===== src/rtl/nano_ctrl.sv =====
// Control sequencer for the two-byte-instruction nanoprocessor: walks
// FETCH_OP -> FETCH_ADR -> EXEC, decodes datapath strobes and counts retirements.
module nano_ctrl #(
    parameter int CNT_W = 16
) (
    input  logic             clk,
    input  logic             reset_n,
    input  logic [3:0]       ir_op,
    input  logic             carry,
    input  logic             zero,
    input  logic             run,
    output logic [1:0]       state,
    output logic             addr_sel,
    output logic             ir_load,
    output logic             adr_load,
    output logic             pc_inc,
    output logic             pc_load,
    output logic             acc_load,
    output logic [3:0]       alu_op,
    output logic             flags_load,
    output logic             mem_we,
    output logic             out_load,
    output logic             instr_done,
    output logic [CNT_W-1:0] instr_count
);

    typedef enum logic [1:0] {
        S_FETCH_OP  = 2'd0,
        S_FETCH_ADR = 2'd1,
        S_EXEC      = 2'd2,
        S_HALT      = 2'd3
    } state_t;

    localparam logic [3:0] OP_NOP = 4'd0;
    localparam logic [3:0] OP_LDA = 4'd10;
    localparam logic [3:0] OP_STA = 4'd11;
    localparam logic [3:0] OP_OUT = 4'd12;
    localparam logic [3:0] OP_JMP = 4'd13;
    localparam logic [3:0] OP_JNC = 4'd14;
    localparam logic [3:0] OP_JNZ = 4'd15;

    localparam logic [CNT_W-1:0] CNT_ONE = {{(CNT_W-1){1'b0}}, 1'b1};

    state_t state_q;

    assign state = state_q;

    // run is only honoured at instruction boundaries (FETCH_OP and HALT)
    always_ff @(posedge clk or negedge reset_n) begin
        if (!reset_n) begin
            state_q     <= S_FETCH_OP;
            instr_count <= '0;
        end else begin
            case (state_q)
                S_FETCH_OP:  state_q <= run ? S_FETCH_ADR : S_HALT;
                S_FETCH_ADR: state_q <= S_EXEC;
                S_EXEC:      state_q <= S_FETCH_OP;
                S_HALT:      state_q <= run ? S_FETCH_OP : S_HALT;
                default:     state_q <= S_FETCH_OP;
            endcase
            if (state_q == S_EXEC) begin
                instr_count <= instr_count + CNT_ONE;
            end
        end
    end

    // Strobes are gated by reset_n so a mid-instruction reset kills a pending write at once
    always_comb begin
        addr_sel   = 1'b0;
        ir_load    = 1'b0;
        adr_load   = 1'b0;
        pc_inc     = 1'b0;
        pc_load    = 1'b0;
        acc_load   = 1'b0;
        alu_op     = 4'd0;
        flags_load = 1'b0;
        mem_we     = 1'b0;
        out_load   = 1'b0;
        instr_done = 1'b0;
        if (reset_n) begin
            case (state_q)
                S_FETCH_OP: begin
                    if (run) begin
                        ir_load = 1'b1;
                        pc_inc  = 1'b1;
                    end
                end
                S_FETCH_ADR: begin
                    adr_load = 1'b1;
                    pc_inc   = 1'b1;
                end
                S_EXEC: begin
                    addr_sel   = 1'b1;
                    alu_op     = ir_op;
                    instr_done = 1'b1;
                    case (ir_op)
                        OP_NOP: ;
                        OP_LDA: acc_load = 1'b1;
                        OP_STA: mem_we   = 1'b1;
                        OP_OUT: out_load = 1'b1;
                        OP_JMP: pc_load  = 1'b1;
                        OP_JNC: pc_load  = ~carry;
                        OP_JNZ: pc_load  = ~zero;
                        default: begin
                            acc_load   = 1'b1;
                            flags_load = 1'b1;
                        end
                    endcase
                end
                default: ;
            endcase
        end
    end

endmodule

===== config.mk =====
export PLATFORM = sky130hd
export DESIGN_NAME = nano_ctrl
export DESIGN_NICKNAME = d
export VERILOG_FILES = /design/src/rtl/nano_ctrl.sv
export SDC_FILE = /design/constraint.sdc
export NUM_CORES = 1
export LEC_CHECK = 0
export ABC_AREA = 1
export BUFFER_PORTS_ARGS = -buffer_cell sky130_fd_sc_hd__buf_2
export CORE_MARGIN = 3
export CORE_UTILIZATION = 48
export DETAILED_ROUTE_END_ITERATION = 16
export PLACE_DENSITY = 0.79
export SYNTH_ARGS = -nofsm -noshare
export SYNTH_HDL_FRONTEND = slang
export SYNTH_SLANG_ARGS = --single-unit

===== constraint.sdc =====
create_clock -name clk -period 1.4 [get_ports clk]
set_clock_uncertainty 0.1 [all_clocks]
set_input_delay 0.07 -clock clk [delete_from_list [all_inputs] [get_ports clk]]
set_output_delay 0.07 -clock clk [all_outputs]
set_load 0.02 [all_outputs]

==> results of run 1 <==
-- state kept, by name (all words and copies together) (netlist names) --
name	count
instr_count	16
state	2
-- timing repair --
item                                    4_1_cts  5_1_grt
pin swaps                                     5        5
endpoints found under the setup margin       15       24
endpoints found under the hold margin        19        0
hold buffers                                  3        0
gates resized for setup                      31       30
setup buffers                                 7        5
-- cell type report --
| class | instances | area [um^2] |
|---|---|---|
| inverter | 26 | 103 |
| sequential | 18 | 455 |
| fill | 121 | 312 |
| tap | 27 | 33.8 |
| clock buffer | 4 | 36.3 |
| multi-input combinational | 93 | 679 |
| timing repair buffer | 58 | 423 |
-- worst max-delay path: stages, from the launching register on --
cell and delay (ps):
dfrtp_2 480, nor2_8 140, nand2_8 80, buf_4 150, nor3_2 130, buf_4 180
-- routing by layer --
layer  share of wire (%)  routed length [um]  track usage (%)  vias to the layer above
li1                    -                   -                -                      555
met1                  37                1220             26.4                      558
met2                  54                1770             42.8                       47
met3                 5.8                 189             4.51                        8
met4                 2.5                  81             6.81                        0
met5                   0                   0                0                        -
-- final timing paths --
kind	from	to	slack, ps	depth (start not counted)
setup / recovery	state[0]	acc_load	-230	5
hold / removal	reset_n	state[0]	170	2
setup reg to reg	state[0]	instr_count[7]	-80	7
hold reg to reg	instr_count[0]	instr_count[0]	420	1
max in group asynchronous	reset_n	instr_count[2]	580	3
min in group clk	instr_count[0]	instr_count[0]	420	1
-- layout by cell type (no fill, tap or decap), drive strengths merged --
master,count
dfrtp,18
or2,1
a21oi,1
xor2,7
nand4,3
nand3,13
inv,26
xnor2,3
dlygate4sd3,3
nand2,33
nor4,2
buf,55
clkbuf,4
nor3,6
nor2,19
ha,1
o21ai,4
-- power groups by stage --
stage	Combinational [mW]	Sequential, mW	Clock, mW
CTS	1.17	0.780	0.333
floorplan	0.496	0.931	0
global route	1.56	0.812	0.348
detailed placement	0.906	0.820	0
global placement	0.888	0.809	0
finish	1.45	0.792	0.330
-- logic make-up after synthesis --
logic type                 count (synthesis)  share of synthesized area, %
adders and majority gates                  1                          1.17
xor gates and xnor gates                  10                          8.21
DFF                                       18                          42.2
AOI/OAI and AO/OA                          5                          2.34
and+or+nand+nor                           77                          36.2
buffers and inverters                     27                          9.85
==> results.yml, run 1 <==
run_status:
  status: "complete, but fails checks"
  violations: "setup timing"
pwr:
  combPwrFrac_pct: 56.4
  p_per_area_nw_per_um2: 1490
  internal_power_mw: 1.44
  p_seq_share_pct: 30.8
  fin_total_pwr_mw: 2.57
  p_sw_share_pct: 44.1
  power_frac_clock_pct: 12.8
  ir_worst_vdd_uv: 1090
  p_leak_nw: 0.884
  p_switching_mw: 1.13
yosys:
  postSynthCellCount: 138
  synth_area_leaders: "dfrtp_1 (42%), nand2_1 (11%), inv_1 (8.8%), xor2_1 (5.7%), nand3_1 (5.6%)"
  synth_ff_type: "dfrtp_1"
  yosysUniqueCellTypes: 24
  synth_top_area_share_pct: 42.2
  synth.cell_area_um2: 1070
  synth_async_sr_flop_share_pct: 100
  synthTopCellsByCount: "nand2_1 (31), inv_1 (25), dfrtp_1 (18), nor2_1 (16), nand3_1 (12)"
  synth_top_area_cell: "dfrtp_1"
  synth-warning-count: 0
  syn-mean-instance-area_um2: 7.73
  ys_ff_latch: 18
  syn_nets: 148
  yosysMostFrequentCell: "nand2_1"
  ys_seq_area_share_pct: 42.2
  synth_edf_count: 0
setup_path:
  endpoint_kind: "primary output"
  cp-start-kind: "flop"
  worst-setup-path-type: "flop to primary output"
  cp.arrival_ps: 1460
  cp.required_ps: 1230
  crit_fanout: 5
cells_and_area:
  antenna_cells: 0
  drive_gt1_share_pct: 48.2
  fin_nets: 210
  stdcell_count: 226
  design_area_um2: 1730
  syn2layout_area_growth_pct: 62.1
  final_util_pct: 84.7
place:
  dpl.cell_count: 207
  dpl-instance-area_um2: 1370
  globalplace.congestion: 0.776
  dpl_worst_slack_ps: 24.5
  dp_hpwl_um: 2020
  numPortBuffers: 40
die:
  dieHeight_um: 53.2
  initial_utilization_pct: 52.3
  core_region_area_um2: 2040
  ios: 41
  fp-row-count: 16
  die_area_um2: 2830
  dieWidth_um: 53.2
cts:
  path_clk_slew_ps: 110
  cts_root_buffer: "clkbuf_4"
  cts_tree: "yes"
  numCtsBuffers: 3
  cts_buffer_depth: 2
  clk_latency_ps: 290
  ctsHtreeMaxLevel: 1
  cts.sinks: 18
route:
  remaining_drc_errors: 0
  first_pass_iters: 4
  wl_per_cell_um: 14.4
  first_iter_violations: 17
  ant_nets: 0
  vias_per_cell: 5.17
  totalWireLength_um: 3260
  vias: 1168
sta:
  slew_violations: 0
  setup_viol: 22
  fmax_mhz: 613
  hold_viol_final: 0
  period_needed_ps: 1630
  setup_tns_ps: -2180
  post-route-period-util_pct: 116
  hold_ws_ps: 170
  fin_ws_ps: -231
  worst_pin_slew_ps: 376
  timing.slew.headroom_pct: 74.9
  rsz0062_at_grt: "true"
global_routing:
  grt_overflow: 0
  grt_pass1_vias: 1123
  grt_max_degree: 15
  antenna_found_initial: 0
  grt_pass1_wl_um: 4800
  grt_util_all_layers_pct: 23.1
hold_path:
  worstHoldPathType: "input port to asynchronous set/reset pin"
flow_run:
  drv_cap: 0
Note: power is estimated with default switching activity, not from simulation.
==> run 2, diff against run 1 <==
==> config.mk (replaced) <==
export PLATFORM = sky130hd
export DESIGN_NAME = nano_ctrl
export DESIGN_NICKNAME = d
export VERILOG_FILES = /design/src/rtl/nano_ctrl.sv
export SDC_FILE = /design/constraint.sdc
export NUM_CORES = 1
export LEC_CHECK = 0
export BUFFER_PORTS_ARGS = -buffer_cell sky130_fd_sc_hd__buf_2
export CORE_MARGIN = 3
export CORE_UTILIZATION = 46
export DETAILED_ROUTE_END_ITERATION = 16
export PLACE_DENSITY = 0.78
export RECOVER_POWER = 25
export SYNTH_ARGS = -nofsm -noshare
export SYNTH_HDL_FRONTEND = slang
export SYNTH_SLANG_ARGS = --single-unit
==> run 2 against run 1 <==
  * The run still ends with setup timing left
  * Die area decreased by 6.3%
  * Register-to-register slack got worse by 180 ps
  * Count of clock-buffer cells in the layout decreased by 1
  * Critical endpoint is now pc_inc
==> results.yml, run 2 <==
yosys:
  postSynthCellCount: 86
  synth_async_sr_flop_share_pct: 100
  synth_edf_count: 0
  synth.cell_area_um2: 951
  synth_area_leaders: "dfrtp_1 (47%), xnor2_1 (10%), and3_1 (3.9%), nand3_1 (3.2%), nand2_1 (3.2%)"
  yosysUniqueCellTypes: 32
  ys_ff_latch: 18
  synth-adder-area-share_pct: 1.32
  synth_top_area_cell: "dfrtp_1"
  synth_xor_area_share_pct: 14.6
  synth-warning-count: 0
  synthTopCellsByCount: "dfrtp_1 (18), xnor2_1 (11), nand2_1 (8), and3_1 (6), nand3_1 (6)"
  synth_ff_type: "dfrtp_1"
  synth-compound-area-share_pct: 4.08
  yosysMostFrequentCell: "dfrtp_1"
  synthSimpleGateAreaFrac_pct: 28.7
  syn_nets: 96
  syn-mean-instance-area_um2: 11.1
  synth_top_family_by_area: "simple AND/OR/NAND/NOR gates"
  synth_mux_area_share_pct: 1.18
  ys_seq_area_share_pct: 47.4
  synth_top_area_share_pct: 47.4
setup_path:
  reg2reg_slack_ps: -260
  cp-start-kind: "flop"
  cp.arrival_ps: 1510
  crit_fanout: 7
  worst-setup-path-type: "flop to primary output"
  timing.rr.end: "instr_count[12]"
  ff2ff_path_depth: 5
  cp.required_ps: 1230
  r2r-start: "state[0]"
  endpoint_kind: "primary output"
global_routing:
  grt_pass1_vias: 944
  grt_overflow: 0
  grt_util_all_layers_pct: 23.6
  grt_max_degree: 12
  grt_pass1_wl_um: 4640
  antenna_found_initial: 0
die:
  fp-row-count: 15
  dieHeight_um: 51.5
  die_area_um2: 2650
  ios: 41
  core_region_area_um2: 1840
  initial_utilization_pct: 51.7
  dieWidth_um: 51.5
place:
  globalplace.congestion: 0.787
  numPortBuffers: 40
  dp_hpwl_um: 1820
  dpl.cell_count: 167
route:
  vias_per_cell: 5.40
  totalWireLength_um: 3130
  wl_per_cell_um: 17.6
  first_iter_violations: 10
  remaining_drc_errors: 0
  first_pass_iters: 4
  ant_nets: 0
  vias: 962
cts:
  numCtsBuffers: 3
  cts_root_buffer: "clkbuf_4"
  clk_latency_ps: 300
  cts.sinks: 18
  cts_tree: "yes"
  cts_buffer_depth: 2
  path_clk_slew_ps: 110
  ctsHtreeMaxLevel: 1
cells_and_area:
  drive_gt1_share_pct: 67.3
  antenna_cells: 0
  final_common_cell: "buf_2"
  final_cell_mix: "buf_2 (26), buf_4 (23), buf_6 (15)"
  fin_nets: 165
  largest_reg_flops: 16
  syn2layout_area_growth_pct: 73.2
  max_flop_register: "instr_count"
  final_util_pct: 89.5
  stdcell_count: 178
sta:
  period_needed_ps: 1680
  hold_ws_ps: 151
  timing.slew.headroom_pct: 77.2
  post-route-period-util_pct: 120
  slew_violations: 0
  worst_pin_slew_ps: 338
  setup_viol: 27
  hold_viol_final: 0
  fin_ws_ps: -277
  rsz0062_at_grt: "true"
  fmax_mhz: 596
run_status:
  violations: "setup timing"
  status: "complete, but fails checks"
flow_run:
  drv_cap: 0
hold_path:
  worstHoldPathType: "input port to asynchronous set/reset pin"
pwr:
  p_per_area_nw_per_um2: 1490
  ir_worst_vdd_uv: 1280
  p_leak_nw: 0.862
  fin_total_pwr_mw: 2.46
-- run 2: cell count changes in the layout (fill, tap and decap cells not counted), moves of 5 or more --
cell and change:
nand3_2 +5, xor2_1 -5, inv_1 -23, nand3_1 -9
buf_4 +6, nand2_1 -21, xnor2_1 +5, nor2_4 -9
-- run 2: how the worst max path moves through the flow --
stage,end,from,cells after the start
final,pc_inc,state[0],4
after global routing,out_load,state[0],6
after floorplan,instr_count[9],state[1],6
after global placement,instr_count[12],state[0],5
after CTS,pc_inc,state[0],4
after detailed placement,instr_count[14],state[0],5
-- run 2: through the flow --
stage / setup WS (ps) / setup TNS (ps) / cell area [um^2]
after detailed placement: -118 / -513 / 1370
after global placement: -76.5 / -321 / 1370
after CTS: -269 / -2800 / 1580
after floorplan: -137 / -1430 / 1000
after global routing: -343 / -5540 / 1650
final: -277 / -4110 / 1650
-- run 2: cell families (layout without fill, tap and decap cells) --
logic type               after synthesis  count (layout)
AO/OA/AOI/OAI                          6               6
XOR/XNOR                              15              15
adder cells (fa/ha/maj)                1               1
buffers and inverters                  3              70
flip-flops                            18              18
multiplexers                           1               1
AND/OR/NAND/NOR                       42              42
-- run 2: what timing repair did --
| action | 4_1_cts | 5_1_grt |
|---|---|---|
| endpoints found under the hold margin | 20 | 0 |
| gates cloned | 0 | 0 |
| setup buffers | 3 | 3 |
| pin swaps | 9 | 4 |
| hold buffers | 3 | 0 |
| setup endpoints to repair | 23 | 27 |
| gates resized for setup | 43 | 9 |
-- run 2: area by class of cell --
cell class | instances | area [um^2]
Multi-Input combinational cell | 65 | 636
Fill cell | 83 | 193
Timing Repair Buffer | 67 | 502
Clock buffer | 3 | 22.5
Tap cell | 25 | 31.3
Sequential cell | 18 | 455
-- run 2: layer usage --
metal	vias up	wire [um]	track usage, %
met5	-	0	0
met4	0	82	6.55
met3	10	160	2.92
met2	34	1600	43.2
met1	478	1290	28.5
li1	440	-	-
-- run 2: critical path, cell delays in order (launching register included) --
cell     delay [ps]
dfrtp_2         430
buf_4           160
and3b_1         190
or2_2           300
buf_6           130
-- run 2: where the power goes --
group	leakage, nW	internal (mW)	switching [mW]
Clock	0.0138	0.100	0.161
Sequential	0.233	0.643	0.0968
Combinational	0.615	0.733	0.723
Total	0.862	1.48	0.981
